===== src/rtl/mem_preload_ctrl.sv =====
// Preload sequencer: streams source words into memory at base_addr + i while
// holding the CPU off the bus, then optionally reads the region back and compares checksums.
module mem_preload_ctrl #(
  parameter int REG_WIDTH  = 8,
  parameter int ADDR_WIDTH = 16
) (
  input  logic                  clk,
  input  logic                  reset,
  input  logic                  start,
  input  logic                  abort,
  input  logic                  verify_en,
  input  logic [ADDR_WIDTH-1:0] base_addr,
  input  logic [ADDR_WIDTH:0]   length,
  input  logic                  src_valid,
  input  logic [REG_WIDTH-1:0]  src_data,
  output logic                  src_ready,
  output logic [ADDR_WIDTH-1:0] mem_addr,
  output logic [REG_WIDTH-1:0]  mem_wdata,
  output logic                  mem_we,
  output logic                  mem_re,
  input  logic [REG_WIDTH-1:0]  mem_rdata,
  output logic                  cpu_hold,
  output logic                  busy,
  output logic                  done,
  output logic                  error
);

  typedef enum logic [2:0] {
    S_IDLE,
    S_LOAD,
    S_VERIFY,
    S_DRAIN,
    S_DONE
  } state_e;

  localparam logic [ADDR_WIDTH:0] CNT_ONE = 1;

  state_e                state_q, state_d;
  logic [ADDR_WIDTH-1:0] base_q, base_d;
  logic [ADDR_WIDTH:0]   len_q, len_d;
  logic [ADDR_WIDTH:0]   count_q, count_d;
  logic                  verify_q, verify_d;
  logic [REG_WIDTH-1:0]  wsum_q, wsum_d;
  logic [REG_WIDTH-1:0]  rsum_q, rsum_d;
  logic                  error_q, error_d;
  logic                  rd_pend_q, rd_pend_d;

  logic [ADDR_WIDTH:0]   len_m1;
  logic [ADDR_WIDTH-1:0] cur_addr;
  logic                  last_word;

  // Address arithmetic drops the carry so a region past top-of-memory wraps to 0.
  assign len_m1    = len_q - CNT_ONE;
  assign cur_addr  = base_q + count_q[ADDR_WIDTH-1:0];
  assign last_word = (count_q == len_m1);

  // NOTE: every signal assigned in this block gets a default first; a path that
  // leaves one unassigned would infer a latch.
  always_comb begin
    state_d   = state_q;
    base_d    = base_q;
    len_d     = len_q;
    count_d   = count_q;
    verify_d  = verify_q;
    wsum_d    = wsum_q;
    rsum_d    = rsum_q;
    error_d   = error_q;
    rd_pend_d = 1'b0;
    src_ready = 1'b0;
    mem_we    = 1'b0;
    mem_re    = 1'b0;
    mem_addr  = '0;
    mem_wdata = '0;

    // Read data returns one cycle after mem_re; accumulate it wherever it lands.
    if (rd_pend_q) begin
      rsum_d = rsum_q + mem_rdata;
    end

    unique case (state_q)
      S_IDLE: begin
        if (start) begin
          error_d = 1'b0;
          if (length != '0) begin
            base_d   = base_addr;
            len_d    = length;
            verify_d = verify_en;
            count_d  = '0;
            wsum_d   = '0;
            rsum_d   = '0;
            state_d  = S_LOAD;
          end else begin
            state_d = S_DONE;
          end
        end
      end

      S_LOAD: begin
        src_ready = 1'b1;
        mem_addr  = cur_addr;
        mem_wdata = src_data;
        mem_we    = src_valid;
        if (src_valid) begin
          wsum_d  = wsum_q + src_data;
          count_d = count_q + CNT_ONE;
          if (last_word) begin
            count_d = '0;
            state_d = verify_q ? S_VERIFY : S_DONE;
          end
        end
      end

      S_VERIFY: begin
        mem_re    = 1'b1;
        mem_addr  = cur_addr;
        rd_pend_d = 1'b1;
        count_d   = count_q + CNT_ONE;
        if (last_word) begin
          state_d = S_DRAIN;
        end
      end

      S_DRAIN: begin
        // rsum_d already holds the final read word, so the flag is valid alongside done.
        error_d = (wsum_q != rsum_d);
        state_d = S_DONE;
      end

      S_DONE: begin
        state_d = S_IDLE;
      end

      default: begin
        state_d = S_IDLE;
      end
    endcase

    if (abort && (state_q != S_IDLE)) begin
      state_d   = S_IDLE;
      error_d   = error_q;
      rd_pend_d = 1'b0;
    end
  end

  // NOTE: sequential state uses non-blocking assignments so every register
  // samples its _d value from before the edge, independent of statement order.
  always_ff @(posedge clk or posedge reset) begin
    if (reset) begin
      state_q   <= S_IDLE;
      base_q    <= '0;
      len_q     <= '0;
      count_q   <= '0;
      verify_q  <= 1'b0;
      wsum_q    <= '0;
      rsum_q    <= '0;
      error_q   <= 1'b0;
      rd_pend_q <= 1'b0;
    end else begin
      state_q   <= state_d;
      base_q    <= base_d;
      len_q     <= len_d;
      count_q   <= count_d;
      verify_q  <= verify_d;
      wsum_q    <= wsum_d;
      rsum_q    <= rsum_d;
      error_q   <= error_d;
      rd_pend_q <= rd_pend_d;
    end
  end

  assign busy     = (state_q != S_IDLE);
  assign cpu_hold = busy;
  assign done     = (state_q == S_DONE);
  assign error    = error_q;

endmodule


===== config.mk =====
export PLATFORM = sky130hd
export DESIGN_NAME = mem_preload_ctrl
export DESIGN_NICKNAME = d
export VERILOG_FILES = /design/src/rtl/mem_preload_ctrl.sv
export SDC_FILE = /design/constraint.sdc
export NUM_CORES = 1
export LEC_CHECK = 0
export BUFFER_PORTS_ARGS = -buffer_cell sky130_fd_sc_hd__buf_2
export CORE_MARGIN = 4
export CORE_UTILIZATION = 57
export DETAILED_ROUTE_END_ITERATION = 8
export HOLD_SLACK_MARGIN = 0.15
export PLACE_DENSITY = 0.81
export SLEW_MARGIN = 15
export SYNTH_ARGS = -nofsm -noshare
export SYNTH_HDL_FRONTEND = slang
export SYNTH_SLANG_ARGS = --single-unit

===== constraint.sdc =====
create_clock -name clk -period 3 [get_ports clk]
set_input_delay 0.15 -clock clk [delete_from_list [all_inputs] [get_ports clk]]
set_output_delay 0.15 -clock clk [all_outputs]
set_load 0.02 [all_outputs]

* Yosys cells after proc, flatten, opt, wreduce, memory -nomap -nowiden *
Index checks and enable logic that the tools add are counted.

word-level totals
  register bits after elaboration = 72
  input bits = 55
  output and inout bits = 31
  word-level logic and storage cells = 70

cells by class
  add/sub/neg operators = 5
  eq/ne operators = 13
  multiplexer cells = 29
  bitwise logic cells = 1
  reduce and logical (&&, ||, !) cells = 13

operators by type and width
  cell                                                 number
  two-way mux 17 bit                                   4
  two-way mux 8 bit                                    8
  case mux 17 bit (3 select lines)                     1
  two-way mux 3 bit                                    7
  adder 17 x 1 -> 17 bit, second input constant        1
  equality test 17 bit                                 1
  nonzero test 17 bit                                  1
  subtractor 17 x 1 -> 17 bit, second input constant   1
  adder 16 bit                                         1
  adder 8 bit                                          2
  two-way mux 16 bit                                   1
  case mux 8 bit (2 select lines)                      1
  != test 3 bit, second input constant                 4
  case mux 3 bit (4 select lines)                      1
  AND reduction 4 bit                                  3
  != test 8 bit                                        1
  equality test 3 x 2 -> 1 bit, second input constant  2
  != test 2 bit, second input constant                 3
  AND reduction 3 bit                                  2
  nonzero test 3 bit                                   2
  two-way mux 1 bit                                    5
  nonzero test 2 bit                                   2
  equality test 3 x 1 -> 1 bit, second input constant  1
  equality test 3 bit, second input constant           1
  other kinds (5)                                      5

* Depth between registers and ports, before layout *
  word-level depth = 6
  depth in mapped cells = 11
  gate-level depth less buffers = 10

* Worst setup path before layout *
Ideal clock, no wire load.

  path kind = flip-flop to output port
  from = register count_q[8]
  to = output port mem_addr[15]
  arrival = 2803 ps
  setup slack = 47 ps
  cell stages (with the launch flop) = 10
  cells stage by stage = dfrtp_1 -> ha_1 -> a21o_1 -> a221o_1 -> a31o_2 -> and4_1 -> a2111oi_0 -> a21oi_1 -> xnor2_1 -> nor2_1

on the way
  longest elaborated chain between the ends = 2

RTL lines
  item                    line  text
  from (decl)             41    logic [ADDR_WIDTH:0] count_q, count_d;
  from (signal assigned)  162   count_q <= count_d;
  adder 16 bit            54    assign cur_addr = base_q + count_q[ADDR_WIDTH-1:0];
  two-way mux 16 bit      80    unique case (state_q)
  to (decl)               17    output logic [ADDR_WIDTH-1:0] mem_addr,

Every way passes these cells.

* Final worst setup path *
  from = register count_q[9]
  to = output port mem_addr[15]

Same word-level chain as after synthesis.

==> flow_summary.json <==
{
  "run_status": "finished, final reports clean",
  "critical_path.startpoint": "count_q[9]",
  "synth_top_cell_area_share": 0.357,
  "detail_route.wirelength_um": 13800,
  "critical_path_cell_with_the_highest_stage_delay": "dfrtp_1",
  "via_count_of_the_first_global_routing_pass": 4567,
  "critical_path.max_fanout": 4,
  "numCtsBuffers": 9,
  "drt_pass1_iterations": 7,
  "post_synth_instance_area_mm2": 0.00505,
  "final_area_mm2": 0.00643,
  "synth_cells": 536,
  "drcViolationCount": 0,
  "clkLatencyLatePin_ps": 340,
  "clockPowerShare": 0.139,
  "timing_worst_slew_pin_value_ps": 956,
  "tritoncts_clock_tree": "yes",
  "clock-root-buffer": "clkbuf_8",
  "worstPathArrival_ps": 2840,
  "final_period_minus_worst_setup_slack_ps": 2990,
  "die-area_mm2": 0.0104,
  "ys.flop_type": "dfrtp_1",
  "syn_to_layout_area_delta_pct": 27.3,
  "critical-path-max-stage-delay_ps": 430,
  "syn_area_per_cell_um2": 9.42,
  "synth_simple_gate_area_frac": 0.181,
  "cp_top_family": "compound AO/OA/AOI/OAI gates",
  "synth_adder_area_share": 0.0887,
  "post_dp_cell_area_mm2": 0.00571,
  "seq_power_share": 0.308,
  "timing.critical_path.from_type": "register",
  "power.static_leakage_nw": 2.99,
  "unrepaired_setup_endpoints_after_global_routing": "true",
  "initial_utilization": 0.582,
  "clkSlewWorstSetupHoldPaths_ps": 80,
  "detailed_route_via_count": 4732,
  "timing.max_slew.rel_slack": 0.362,
  "slew_violations": 0,
  "nets": 770,
  "synth-xor-area-share": 0.123,
  "synth_top_family_by_area": "simple AND/OR/NAND/NOR gates",
  "sw_frac_of_total": 0.435,
  "antenna_cells_inserted": 0,
  "post_synth_mux_area_share": 0.0850,
  "number_of_standard_cell_rows_in_the_floorplan": 34,
  "setup_ws_ps": 9.16,
  "ir_drop_uv": 623,
  "yosysUniqueCellTypes": 59,
  "crit_top_cell": "buf_4",
  "fin_tns_setup_ps": 0,
  "ys_seq_elements": 72,
  "combPwrFrac": 0.554,
  "power_dens_cells_mw_per_mm2": 823,
  "pin_count_of_the_biggest_net_entering_global_routing": 54,
  "die_w_um": 102,
  "layout-drive-gt1-share": 0.274,
  "cp-end-kind": "output port",
  "cp_num_buf_inv": 2,
  "grt_overflow_total": 0,
  "antenna_found_initial": 0,
  "post_synth_main_area_contributors": "dfrtp_1 36%, ha_1 7.7%, mux2_2 6.9%",
  "via_density": 5.96,
  "drt_iter0_drc": 239,
  "synth_compound_area_frac": 0.139,
  "io_pins": 86,
  "ys.warnings.count": 0,
  "hold_violations": 0,
  "hold_start": "src_data[0]",
  "worst_clock_skew_ps": 15.9,
  "count_of_final_setup_violators": 0,
  "cts.htree.levels": 3,
  "die-height_um": 102,
  "gp_routability_congestion": 0.978,
  "groute.usage.overall": 0.257,
  "clock_tree.buffer_depth": 2,
  "critical_path.cell_chain": "ha_4, and3_4, a221o_1, a31o_2, and4_4, a2111oi_4, buf_4, a21oi_2, xnor2_1, nor2_1, buf_4",
  "max-cap-violations": 0,
  "number_of_enable_type_register_cells_in_the_synthesized_netlist": 0,
  "post-route-period-util": 0.997,
  "p_int_w": 0.00299,
  "clkSinkCount": 72,
  "floorplan.core_area_mm2": 0.00868,
  "ys_async_sr_fraction": 1.00,
  "synth_common_cells": "72 x dfrtp_1, 66 x nor2_1, 39 x xnor2_1",
  "required_ps": 2850,
  "yosysMostFrequentCell": "dfrtp_1",
  "post_drt_wl_per_cell_um": 17.3,
  "hold_class": "primary input to register",
  "first_pass_grt_wire_length_um": 21300,
  "worstReg2RegStart": "len_q[0]",
  "max_freq_mhz": 334,
  "ant_nets": 0,
  "seq_area_frac_synth": 0.357,
  "post-dp-hpwl_um": 9810,
  "synth_nets": 625,
  "synth_top_area_cell": "dfrtp_1",
  "place_worst_setup_slack_ps": 43.2,
  "io_buffers": 85,
  "path_class": "register to output port",
  "power_switching_w": 0.00230
}
-- power by group through the flow --
| stage | Combinational (W) | Clock (W) | Sequential (W) |
|---|---|---|---|
| CTS | 0.00281 | 0.000737 | 0.00162 |
| global route | 0.00319 | 0.000777 | 0.00167 |
| finish | 0.00293 | 0.000734 | 0.00163 |
| floorplan | 0.00206 | 0 | 0.00150 |
| global placement | 0.00261 | 0 | 0.00160 |
| detailed placement | 0.00271 | 0 | 0.00163 |
-- path summary, 6_finish.rpt --
| kind | to | slack, ps | cells after the start |
|---|---|---|---|
| hold reg to reg | base_q[2] | 520 | 1 |
| setup / recovery | mem_addr[15] | 9 | 11 |
| hold / removal | wsum_q[0] | 190 | 3 |
| min in group asynchronous | base_q[3] | 540 | 3 |
| setup reg to reg | count_q[1] | 190 | 11 |
| max in group asynchronous | len_q[14] | 1730 | 4 |
-- worst min-delay path: stages --
cell    delay (ps)
buf_2          100
ha_1           130
a22o_1         110
-- cell families (layout without fill, tap and decap cells) --
| group | after synthesis | in the layout |
|---|---|---|
| adder cells (fa/ha/maj) | 34 | 34 |
| AO/OA/AOI/OAI | 106 | 106 |
| buffers and inverters | 30 | 180 |
| multiplexers | 39 | 39 |
| flip-flops | 72 | 72 |
| XOR/XNOR | 71 | 71 |
| AND/OR/NAND/NOR | 184 | 184 |
-- registers in the layout, indices dropped and copies added (netlist names) --
register,cells
count_q,17
base_q,16
rsum_q,8
wsum_q,8
len_q,17
error,1
verify_q,1
state_q,3
rd_pend_q,1
-- per-stage QoR --
step	instances	utilization	hold WS [ps]	total power, W
after floorplan	536	-	221	0.00357
after global placement	734	0.658	375	0.00421
after detailed placement	734	0.658	377	0.00434
after CTS	788	0.728	184	0.00517
after global routing	794	0.741	191	0.00563
final	794	0.741	191	0.00529
-- cells in the final DEF (no fill, tap or decap), types with 3 or more instances in the layout --
cell type	instances
a211oi_1	3
buf_2	83
and2_1	5
ha_1	28
nor3_1	13
or3_1	4
dfrtp_1	70
nand2_1	36
and3_1	13
nor4_1	4
dlygate4sd3_1	36
mux2_2	31
ha_4	3
nor2_1	65
clkbuf_8	12
nand4_1	7
o21ai_1	5
mux2i_1	8
o21a_1	5
a21o_1	10
a31oi_1	6
xor2_1	32
buf_4	28
nand3_1	9
inv_1	14
or2_2	3
xnor2_1	39
o211ai_1	3
nand2b_1	5
o21ai_0	22
a21oi_1	22
o21bai_1	5
nor3b_1	3
-- final cells by class --
type / instances / area [um^2]
fill: 628 / 2250
tap: 108 / 135
clock inverter: 2 / 12.5
sequential: 72 / 1800
timing repair buffer: 149 / 1030
multi-input combinational: 434 / 3220
inverter: 15 / 57.6
clock buffer: 14 / 173
-- per-layer routing --
layer,up-vias,routed length (um),track usage
li1,2200,-,-
met1,2311,5540,0.320
met2,188,7060,0.453
met3,33,799,0.0498
met4,0,350,0.0777
met5,-,0,0
-- timing repair --
action / in CTS / in global routing
gates resized for setup: 10 / 15
endpoints found under the setup margin: 4 / 7
pin swaps: 8 / 5
hold buffers: 36 / 0
buffers inserted: 2 / 6
hold endpoints to repair: 44 / 0
Note: power is estimated with default switching activity, not from simulation.
